===== src/rtl/qarctan_iter_pkg.sv =====
// Shared constants, fixed-point helpers and FSM state type for the iterative quantised arctan.
package qarctan_iter_pkg;

  localparam int BITS  = 10;
  localparam int QUAD1 = 804;   // pi/4 scaled by 2**BITS
  localparam int QUAD3 = 2412;  // 3pi/4 scaled by 2**BITS

  typedef enum logic [1:0] {IDLE, DIV, CALC, OUT} qarc_state_t;

  function automatic logic signed [63:0] quantize_i(input logic signed [63:0] a);
    return a <<< BITS;
  endfunction

  // Truncates toward zero, matching C integer division by 2**BITS.
  function automatic logic signed [63:0] dequantize_i(input logic signed [63:0] a);
    return (a < 0) ? -((-a) >>> BITS) : (a >>> BITS);
  endfunction

endpackage


===== src/rtl/qarctan_divider.sv =====
// Iterative restoring divider with start/done handshake; QARCTAN_RADIX4_EN selects 2 quotient bits/cycle.
module qarctan_divider
  import qarctan_iter_pkg::*;
#(
  parameter int DATA_W = 32,
  parameter int WW     = 64
) (
  input  logic                     clock,
  input  logic                     reset,
  input  logic                     start,
  input  logic [WW-1:0]            num,
  input  logic [WW-1:0]            den,
  input  logic                     neg,
  output logic                     done,
  output logic signed [DATA_W-1:0] quo
);

`ifdef QARCTAN_RADIX4_EN
  localparam int RB = 2;
`else
  localparam int RB = 1;
`endif
  localparam int N  = (BITS + RB) / RB;  // ceil((BITS+1)/RB)
  localparam int QW = N * RB;
  localparam int CW = $clog2(N + 1);

  logic [WW-1:0]     rem_q, dsh_q, rem_n, dsh_n;
  logic [QW-1:0]     q_q, q_n;
  logic [CW-1:0]     cnt_q, idx;
  logic              busy_q, neg_q, run;
  logic [DATA_W-1:0] mag;

  // The start cycle iterates on the fresh operands so the divide takes exactly N cycles.
  always_comb begin
    run   = start | busy_q;
    rem_n = start ? num : rem_q;
    dsh_n = start ? (den << (QW - 1)) : dsh_q;
    q_n   = start ? '0 : q_q;
    idx   = start ? '0 : cnt_q;
    for (int i = 0; i < RB; i++) begin
      if (rem_n >= dsh_n) begin
        rem_n = rem_n - dsh_n;
        q_n   = {q_n[QW-2:0], 1'b1};
      end else begin
        q_n   = {q_n[QW-2:0], 1'b0};
      end
      dsh_n = dsh_n >> 1;
    end
    done = run && (idx == CW'(N - 1));
  end

  always_ff @(posedge clock or posedge reset) begin
    if (reset) begin
      rem_q  <= '0;
      dsh_q  <= '0;
      q_q    <= '0;
      cnt_q  <= '0;
      busy_q <= 1'b0;
      neg_q  <= 1'b0;
    end else if (run) begin
      rem_q  <= rem_n;
      dsh_q  <= dsh_n;
      q_q    <= q_n;
      cnt_q  <= idx + CW'(1);
      busy_q <= !done;
      if (start) neg_q <= neg;
    end
  end

  assign mag = {{(DATA_W-QW){1'b0}}, q_q};
  assign quo = neg_q ? -signed'(mag) : signed'(mag);

endmodule


===== src/rtl/qarctan_iter.sv =====
// Multi-cycle quantised arctan: FIFO pop, iterative divide, angle calc, FIFO push.
// Build option QARCTAN_RADIX4_EN halves divide cycles with bit-identical results.
module qarctan_iter
  import qarctan_iter_pkg::*;
#(
  parameter int DATA_W = 32
) (
  input  logic              clock,
  input  logic              reset,
  output logic              inA_rd_en,
  input  logic              inA_empty,
  input  logic [DATA_W-1:0] inA_dout,
  output logic              inB_rd_en,
  input  logic              inB_empty,
  input  logic [DATA_W-1:0] inB_dout,
  output logic              out_wr_en,
  input  logic              out_full,
  output logic [DATA_W-1:0] out_din
);

  localparam int WW = 2 * DATA_W;

  qarc_state_t state, state_n;

  logic signed [DATA_W-1:0] x_r, quo, ang;
  logic [DATA_W-1:0]        out_r;
  logic signed [WW-1:0]     abs_y_r, abs_y_in, y_in, x_w, diff, num_s, den_s, q_w, prod, deq, base;
  logic [WW-1:0]            num_mag;
  logic                     y_neg_r, x_pos, num_neg, pop, start_r, div_done;

  always_comb begin
    state_n   = state;
    pop       = 1'b0;
    out_wr_en = 1'b0;
    case (state)
      IDLE: begin
        pop = !inA_empty && !inB_empty;
        if (pop) state_n = DIV;
      end
      DIV:  if (div_done) state_n = CALC;
      CALC: state_n = OUT;
      OUT: begin
        if (!out_full) begin
          out_wr_en = 1'b1;
          pop       = !inA_empty && !inB_empty;
          state_n   = pop ? DIV : IDLE;
        end
      end
      default: state_n = IDLE;
    endcase
    if (reset) pop = 1'b0;
  end

  assign inA_rd_en = pop;
  assign inB_rd_en = pop;

  always_comb begin
    y_in     = WW'(signed'(inA_dout));
    abs_y_in = ((y_in < 0) ? -y_in : y_in) + WW'(1);
    x_w      = WW'(x_r);
    x_pos    = !x_r[DATA_W-1];
    diff     = x_pos ? (x_w - abs_y_r) : (x_w + abs_y_r);
    num_s    = WW'(quantize_i(64'(diff)));
    den_s    = x_pos ? (x_w + abs_y_r) : (abs_y_r - x_w);
    num_neg  = num_s < 0;
    num_mag  = num_neg ? -num_s : num_s;
    q_w      = WW'(quo);
    prod     = q_w * WW'(QUAD1);
    deq      = WW'(dequantize_i(64'(prod)));
    base     = x_pos ? WW'(QUAD1) : WW'(QUAD3);
    ang      = DATA_W'(base - deq);
    if (y_neg_r) ang = -ang;
  end

  qarctan_divider #(.DATA_W(DATA_W), .WW(WW)) u_div (
    .clock (clock),
    .reset (reset),
    .start (start_r),
    .num   (num_mag),
    .den   (den_s),
    .neg   (num_neg),
    .done  (div_done),
    .quo   (quo)
  );

  always_ff @(posedge clock or posedge reset) begin
    if (reset) begin
      state   <= IDLE;
      x_r     <= '0;
      abs_y_r <= '0;
      y_neg_r <= 1'b0;
      out_r   <= '0;
      start_r <= 1'b0;
    end else begin
      state   <= state_n;
      start_r <= pop;
      if (pop) begin
        x_r     <= signed'(inB_dout);
        abs_y_r <= abs_y_in;
        y_neg_r <= inA_dout[DATA_W-1];
      end
      if (state == CALC) out_r <= ang;
    end
  end

  assign out_din = out_r;

endmodule


===== config.mk =====
export PLATFORM = sky130hd
export DESIGN_NAME = qarctan_iter
export DESIGN_NICKNAME = d
export VERILOG_FILES = /design/src/rtl/qarctan_iter_pkg.sv /design/src/rtl/qarctan_divider.sv /design/src/rtl/qarctan_iter.sv
export SDC_FILE = /design/constraint.sdc
export NUM_CORES = 1
export LEC_CHECK = 0
export ABC_AREA = 1
export BUFFER_PORTS_ARGS = -buffer_cell sky130_fd_sc_hd__buf_2
export CAP_MARGIN = 10
export CORE_UTILIZATION = 60
export DETAILED_ROUTE_END_ITERATION = 10
export PLACE_DENSITY = 0.8
export SLEW_MARGIN = 30
export SYNTH_ARGS = -nofsm -noshare
export SYNTH_HDL_FRONTEND = slang
export SYNTH_SLANG_ARGS = --single-unit

===== constraint.sdc =====
create_clock -name clock -period 8.8 [get_ports clock]
set_input_delay 1.76 -clock clock [delete_from_list [all_inputs] [get_ports clock]]
set_output_delay 1.76 -clock clock [all_outputs]
set_load 0.03 [all_outputs]

# Yosys cells after proc, flatten, opt, wreduce, memory -nomap -nowiden
# Index checks and enable logic that the tools add are counted.
[word_totals] register_bits=266 latchBits=0 mem_bits_rw=0 romBits=0 inputBits=69 elab_cells=70 mem_count=0
[classes] n_addsub=13 mul=1 div=0 order_cmp=4 n_eq_ne=7 n_shift=0 mux=24 bitwise_logic=1 reduce_logical=8
[ops] operator="$mux W64" count=4
[ops] operator="$mux W54" count=3
[ops] operator="$mux W32" count=3
[ops] operator="$ge A64 B64 Y1" count=1
[ops] operator="$lt A64 B1 Y1 const B" count=1
[ops] operator="$neg A32 Y32" count=2
[ops] operator="$neg A64 Y64" count=1
[ops] operator="$sub A64 B64 Y64" count=1
[ops] operator="$add A32 B54 Y54" count=1
[ops] operator="$add A54 B2 Y54 const B" count=1
[ops] operator="$neg A32 Y54" count=1
[ops] operator="$sub A32 B54 Y54" count=1
[ops] operator="$sub A54 B32 Y54" count=1
[ops] operator="$lt A43 B1 Y1 const B" count=1
[ops] operator="$neg A42 Y42" count=1
[ops] operator="$mul A32 B9 Y41 const B" count=1
[ops] operator="$lt A32 B1 Y1 const B" count=1
[ops] operator="$neg A11 Y32" count=1
[ops] operator="$sub A13 B32 Y32" count=1
[ops] operator="$mux W12" count=1
[ops] operator="$mux W10" count=1
[ops] operator="$pmux W2 S4" count=1
[ops] operator="$mux W1" count=6
[ops] operator="$mux W2" count=3
[ops] operator="other kinds (14)" count=19

# Logic depth before layout (Yosys ltp)
[depth] depth_word=9 mapped_depth=61 ltp_nobuf=57

# Hierarchy
# From an unflattened synthesis, not the netlist that was laid out.
[unflattened] hier_cells=7407 hier_area_um2=43688.2
[by_module_without_submodules] module="qarctan_iter" n_inst=1 cells_per_inst=5099 area_per_inst_um2=29728.5 seq_area_each_um2=3303.2
[by_module_without_submodules] module="qarctan_divider" n_inst=1 cells_per_inst=2308 area_per_inst_um2=13959.6 seq_area_each_um2=3603.5

# Worst setup path before layout
# No wires, ideal clock.
[synth_path] path_type="register -> register" from="register u_div.q_q[0]" to="register out_r[31] (netlist: out_din[31])" setup_ns=0.117 t_arrival_ns=8.068 slack_ns=0.615 path_stages_with_launch=57 path_buffers=4 synth_period_minus_slack_ns=8.185 path_cell_list="dfrtp_1 > inv_2 > ha_1 > inv_1 > nor3_1 > nor3b_1 > inv_1 > nor2_1 > and3_1 > ha_1 > or2_2 > o21ai_1 > inv_1 > ha_1 > fa_1 > inv_1 > fa_1 > inv_1 > [... 21 more ...] > nand2_1 > nand3_1 > nand2_1 > nand2_1 > nand2_1 > nand2_1 > nor2_1 > nand3_1 > nor2_2 > nand2_1 > nor2_2 > nand3_1 > nor2_1 > nand3_1 > nand2_1 > nand2_1 > nand3_1 > nand2_1"
[synth_via] elab_chain_len=9 word_cells_on_any_way=10 cone_classes="add/sub (5); mul (1); order compare (1); mux (3)"
[synth_lines] item="from (decl)" line_no="qarctan_divider.sv:28" rtl="logic [QW-1:0] q_q, q_n;"
[synth_lines] item="from (signal assigned)" line_no="qarctan_divider.sv:63" rtl="q_q <= q_n;"
[synth_lines] item="$neg A11 Y32" line_no="qarctan_divider.sv:71" rtl="assign quo = neg_q ? -signed'(mag) : signed'(mag);"
[synth_lines] item="$mux W32 *" line_no="qarctan_divider.sv:71"
[synth_lines] item="$mul A32 B9 Y41 *" line_no="qarctan_iter.sv:68" rtl="prod = q_w * WW'(QUAD1);"
[synth_lines] item="$neg A42 Y42" line_no="qarctan_iter_pkg.sv:16" rtl="return (a < 0) ? -((-a) >>> BITS) : (a >>> BITS);"
[synth_lines] item="$neg A32 Y32" line_no="qarctan_iter_pkg.sv:16"
[synth_lines] item="$mux W32 *" line_no="qarctan_iter_pkg.sv:16"
[synth_lines] item="$sub A13 B32 Y32 *" line_no="qarctan_iter.sv:71" rtl="ang = DATA_W'(base - deq);"
[synth_lines] item="$neg A32 Y32" line_no="qarctan_iter.sv:72" rtl="if (y_neg_r) ang = -ang;"
[synth_lines] item="$mux W32 *" line_no="qarctan_iter.sv:72"
[synth_lines] item="to (signal assigned)" line_no="qarctan_iter.sv:102" rtl="if (state == CALC) out_r <= ang;"
[synth_lines] item="to (decl)" line_no="qarctan_iter.sv:26" rtl="logic [DATA_W-1:0] out_r;"
# Every way passes the cells marked *; elsewhere a longest branch is shown, timed or not.
# A chain may end at the register's enable or synchronous reset.

# Worst setup path after layout
[layout_path] from="register x_r[0]" to="register u_div.rem_q[46]"
[layout_via] elab_chain_len=7 word_cells_on_any_way=13 cone_classes="add/sub (5); order compare (2); mux (6)"
[layout_lines] item="from (decl)" line_no="qarctan_iter.sv:25" rtl="logic signed [DATA_W-1:0] x_r, quo, ang;"
[layout_lines] item="from (signal assigned)" line_no="qarctan_iter.sv:98" rtl="x_r <= signed'(inB_dout);"
[layout_lines] item="$sub A32 B54 Y54 / $add A32 B54 Y54 (equally long branches)" line_no="qarctan_iter.sv:62, qarctan_iter.sv:64"
[layout_lines] item="$mux W54" line_no="qarctan_iter.sv:62" rtl="diff = x_pos ? (x_w - abs_y_r) : (x_w + abs_y_r);"
[layout_lines] item="$neg A64 Y64 / $lt A64 B1 Y1 (equally long branches)" line_no="qarctan_iter.sv:66, qarctan_iter.sv:65"
[layout_lines] item="$mux W64" line_no="qarctan_iter.sv:66" rtl="num_mag = num_neg ? -num_s : num_s;"
[layout_lines] item="$mux W64" line_no="qarctan_divider.sv:36" rtl="rem_n = start ? num : rem_q;"
[layout_lines] item="$sub A64 B64 Y64 / $ge A64 B64 Y1 (equally long branches)" line_no="qarctan_divider.sv:42, qarctan_divider.sv:41"
[layout_lines] item="$mux W64 *" line_no="qarctan_divider.sv:41" rtl="if (rem_n >= dsh_n) begin"
[layout_lines] item="to (signal assigned)" line_no="qarctan_divider.sv:61" rtl="rem_q <= rem_n;"
[layout_lines] item="to (decl)" line_no="qarctan_divider.sv:27" rtl="logic [WW-1:0] rem_q, dsh_q, rem_n, dsh_n;"
# Marked as above.

==> flow_summary_export.csv <==
group,metric,value,unit
status,status,"finished, final reports clean",
timing,skew,22.9,ps
synthesis,synth_compound_area_share,18.5,%
synthesis,async_flop_share,100,%
routing,avgViaCountPerCell,5.90,
place,place.detailed.hpwl,120,mm
routing,vias,44200,
worst_setup_path,crit_fanout,28,
synthesis,syn-cell-area,39800,um^2
timing,slew_headroom,23.3,%
floorplanning,rows,94,
routing,wl_per_cell,19.6,um
routing,finalWirelength,147,mm
worst_setup_path,critPathArrivalTime,8920,ps
finish,layout-drive-gt1-share,8.30,%
worst_setup_path,end_kind,"flop",
clock_network,max-clock-path-buffers,3,
hold_path,hold_class,"reg -> reg",
worst_setup_path,slowest_delay,750,ps
routing,firstDrtPassIters,6,
global_routing,grt_overflow,0,
floorplanning,fp.dieH,260,um
synthesis,yosysSeqAreaShare,16.7,%
synthesis,synth_cell_types,68,
clock_network,cts.htree.levels,2,
clock_network,cts_tree,"done",
global_routing,grt_max_degree,125,
floorplanning,coreArea,65700,um^2
synthesis,yosys.area_share.simple,33.8,%
synthesis,synth_mux_area_share,0,%
global_routing,grt_pass1_wl,222,mm
clock_network,clk_pin_slew,60,ps
routing,drc,0,
place,io_buffers,103,
synthesis,ys_warn_count,0,
synthesis,synth_top_family_by_area,"simple AND/OR/NAND/NOR gates",
routing,dr.first_iter.drc_count,4392,
synthesis,synth_nets,7040,
place,placed_area,41100,um^2
synthesis,synth_top_area_share,16.7,%
timing,maxSlewViolCount,0,
finish,nets,7075,
timing,finalHoldViolCount,0,
floorplanning,dieArea,67400,um^2
synthesis,synth-edff-count,0,
worst_setup_path,crit_path_frequent_cell,"inv_1",
clock_network,root_buffer,"clkbuf_16",
synthesis,ys_top_cells_by_area,"dfrtp_1 (17%), nand2_1 (15%), ha_1 (11%), inv_1 (9.6%), o21ai_0 (6.6%)",
floorplanning,ioPinCount,104,
worst_setup_path,critPathSlowestCell,"a221oi_1",
clock_network,worstSkewPairLatency,600,ps
global_routing,grt_pass1_vias,41300,
synthesis,synth_cells,6565,
synthesis,synth_top_area_cell,"dfrtp_1",
worst_setup_path,required,9270,ps
synthesis,synthFlopType,"dfrtp_1",
synthesis,synth_fa_ha_area_share,13.8,%
run,maxCapViolations,0,
clock_network,cts_hold_buf,0,
clock_network,cts_buffers,35,
worst_setup_path,worstSetupPathType,"reg -> reg",
synthesis,ys_seq_elements,266,
timing,finalSetupViolations,0,
routing,ant_nets,0,
synthesis,syn_area_per_cell,6.07,um^2
timing,min_period_over_period,96.0,%
synthesis,synth-xor-area-share,5.20,%
global_routing,grt_use_total,42.0,%
place,gp_congestion,1.08,
floorplanning,start_util,60.6,%
worst_setup_path,startpoint_type,"flop",
global_routing,grt_antenna_before_repair,5,
floorplanning,fp.dieW,260,um
timing,timing.fmax,118,MHz
timing,worst_pin_slew,1140,ps
clock_network,cts.sinks,266,
timing,period_minus_slack,8450,ps
finish,area_growth,7.04,%
finish,fin_area,42600,um^2
registers in the layout (all words and copies together), names as in the netlist:
signal,flops
abs_y_r,54
out_din,32
start_r,1
state,2
u_div.busy_q,1
u_div.cnt_q,4
u_div.dsh_q,63
u_div.neg_q,1
u_div.q_q,11
u_div.rem_q,64
x_r,32
y_neg_r,1
cells in the mapped netlist, drive strengths merged, types with 15 or more instances:
cell and number:
nand3b 15, nor2 764, a221oi 17, or2 35, inv 1048, nor3 67
nand4 108, a21o 16, o22ai 20, buf 39, xnor2 49, clkbuf 143
nand2 1688, o21a 34, fa 56, a31oi 66, nor4 18, o221ai 25
o211ai 39, ha 350, dfrtp 266, nand3 385, xor2 184, a21oi 478
a22oi 16, o21ai 552
routing by layer:
layer  track usage, %  up-vias  part of all wire [%]
met5                0        -                     0
met4             27.4        0                   7.4
met3             4.97      544                   7.1
met2             71.7     2133                    47
met1             49.9    20200                    39
li1                 -    21300                     -
layout make-up:
class                           count  area, um^2
Antenna cell                        4        10.0
Sequential cell                   266        6670
Inverter                         1055        3980
Timing Repair Buffer              178        1110
Multi-Input combinational cell   5064       28600
Tap cell                          864        1080
Clock inverter                     14         173
Fill cell                        6199       23100
Clock buffer                       49        1020
cell usage in the layout, fill, tap and decap left out, types with 107 or more instances in the layout:
master   instances
a21oi_1        474
dfrtp_1        262
ha_1           348
inv_1         1013
nand2_1       1592
nand3_1        357
nand4_1        107
nor2_1         675
o21ai_0        518
xor2_1         179
metrics by stage:
step	cells	setup WS (ps)	setup TNS, ps	hold slack (ps)	util, %
after floorplan	6565	615	0	445	-
after global placement	7415	397	0	459	62.6
after detailed placement	7415	-11.4	-11.4	461	62.6
after CTS	7478	8.45	0	478	64.4
after global routing	7494	-49.0	-49.0	494	64.8
final	7494	348	0	477	64.8
critical path: cells and delay by family (launching register included):
family | cells | cell delay (ps)
compound gates | 12 | 3430
fa+ha+maj | 3 | 1060
buf+inv | 9 | 1230
flops | 1 | 410
simple gates | 12 | 2140
path summary, 6_finish.rpt:
| path | startpoint | to | slack [ps] | cells past startpoint |
|---|---|---|---|---|
| max | x_r[0] | u_div.rem_q[46] | 350 | 36 |
| min | out_din[27] | out_din[27] | 480 | 2 |
| max reg2reg | x_r[0] | u_div.rem_q[46] | 350 | 36 |
| min reg2reg | out_din[27] | out_din[27] | 480 | 2 |
| max in group asynchronous | reset | u_div.q_q[0] | 5960 | 4 |
| min in group asynchronous | reset | abs_y_r[0] | 1180 | 2 |
what timing repair did:
item                                    4_1_cts  5_1_grt
endpoints found under the setup margin        1       59
gates resized for setup                       1       44
pin swaps                                     0        4
buffers inserted                              0        9
cloned                                        0        2
cells by family (layout without fill, tap and decap cells):
family | after synthesis | in the layout
AO/OA/AOI/OAI | 1323 | 1323
other | 0 | 4
adder cells (fa/ha/maj) | 406 | 406
flip-flops | 266 | 266
buffers and inverters | 1237 | 1296
XOR/XNOR | 233 | 233
AND/OR/NAND/NOR | 3100 | 3102
Power is not shown: default switching activity piles up to over one toggle a cycle in this logic, so the estimate is an artifact.
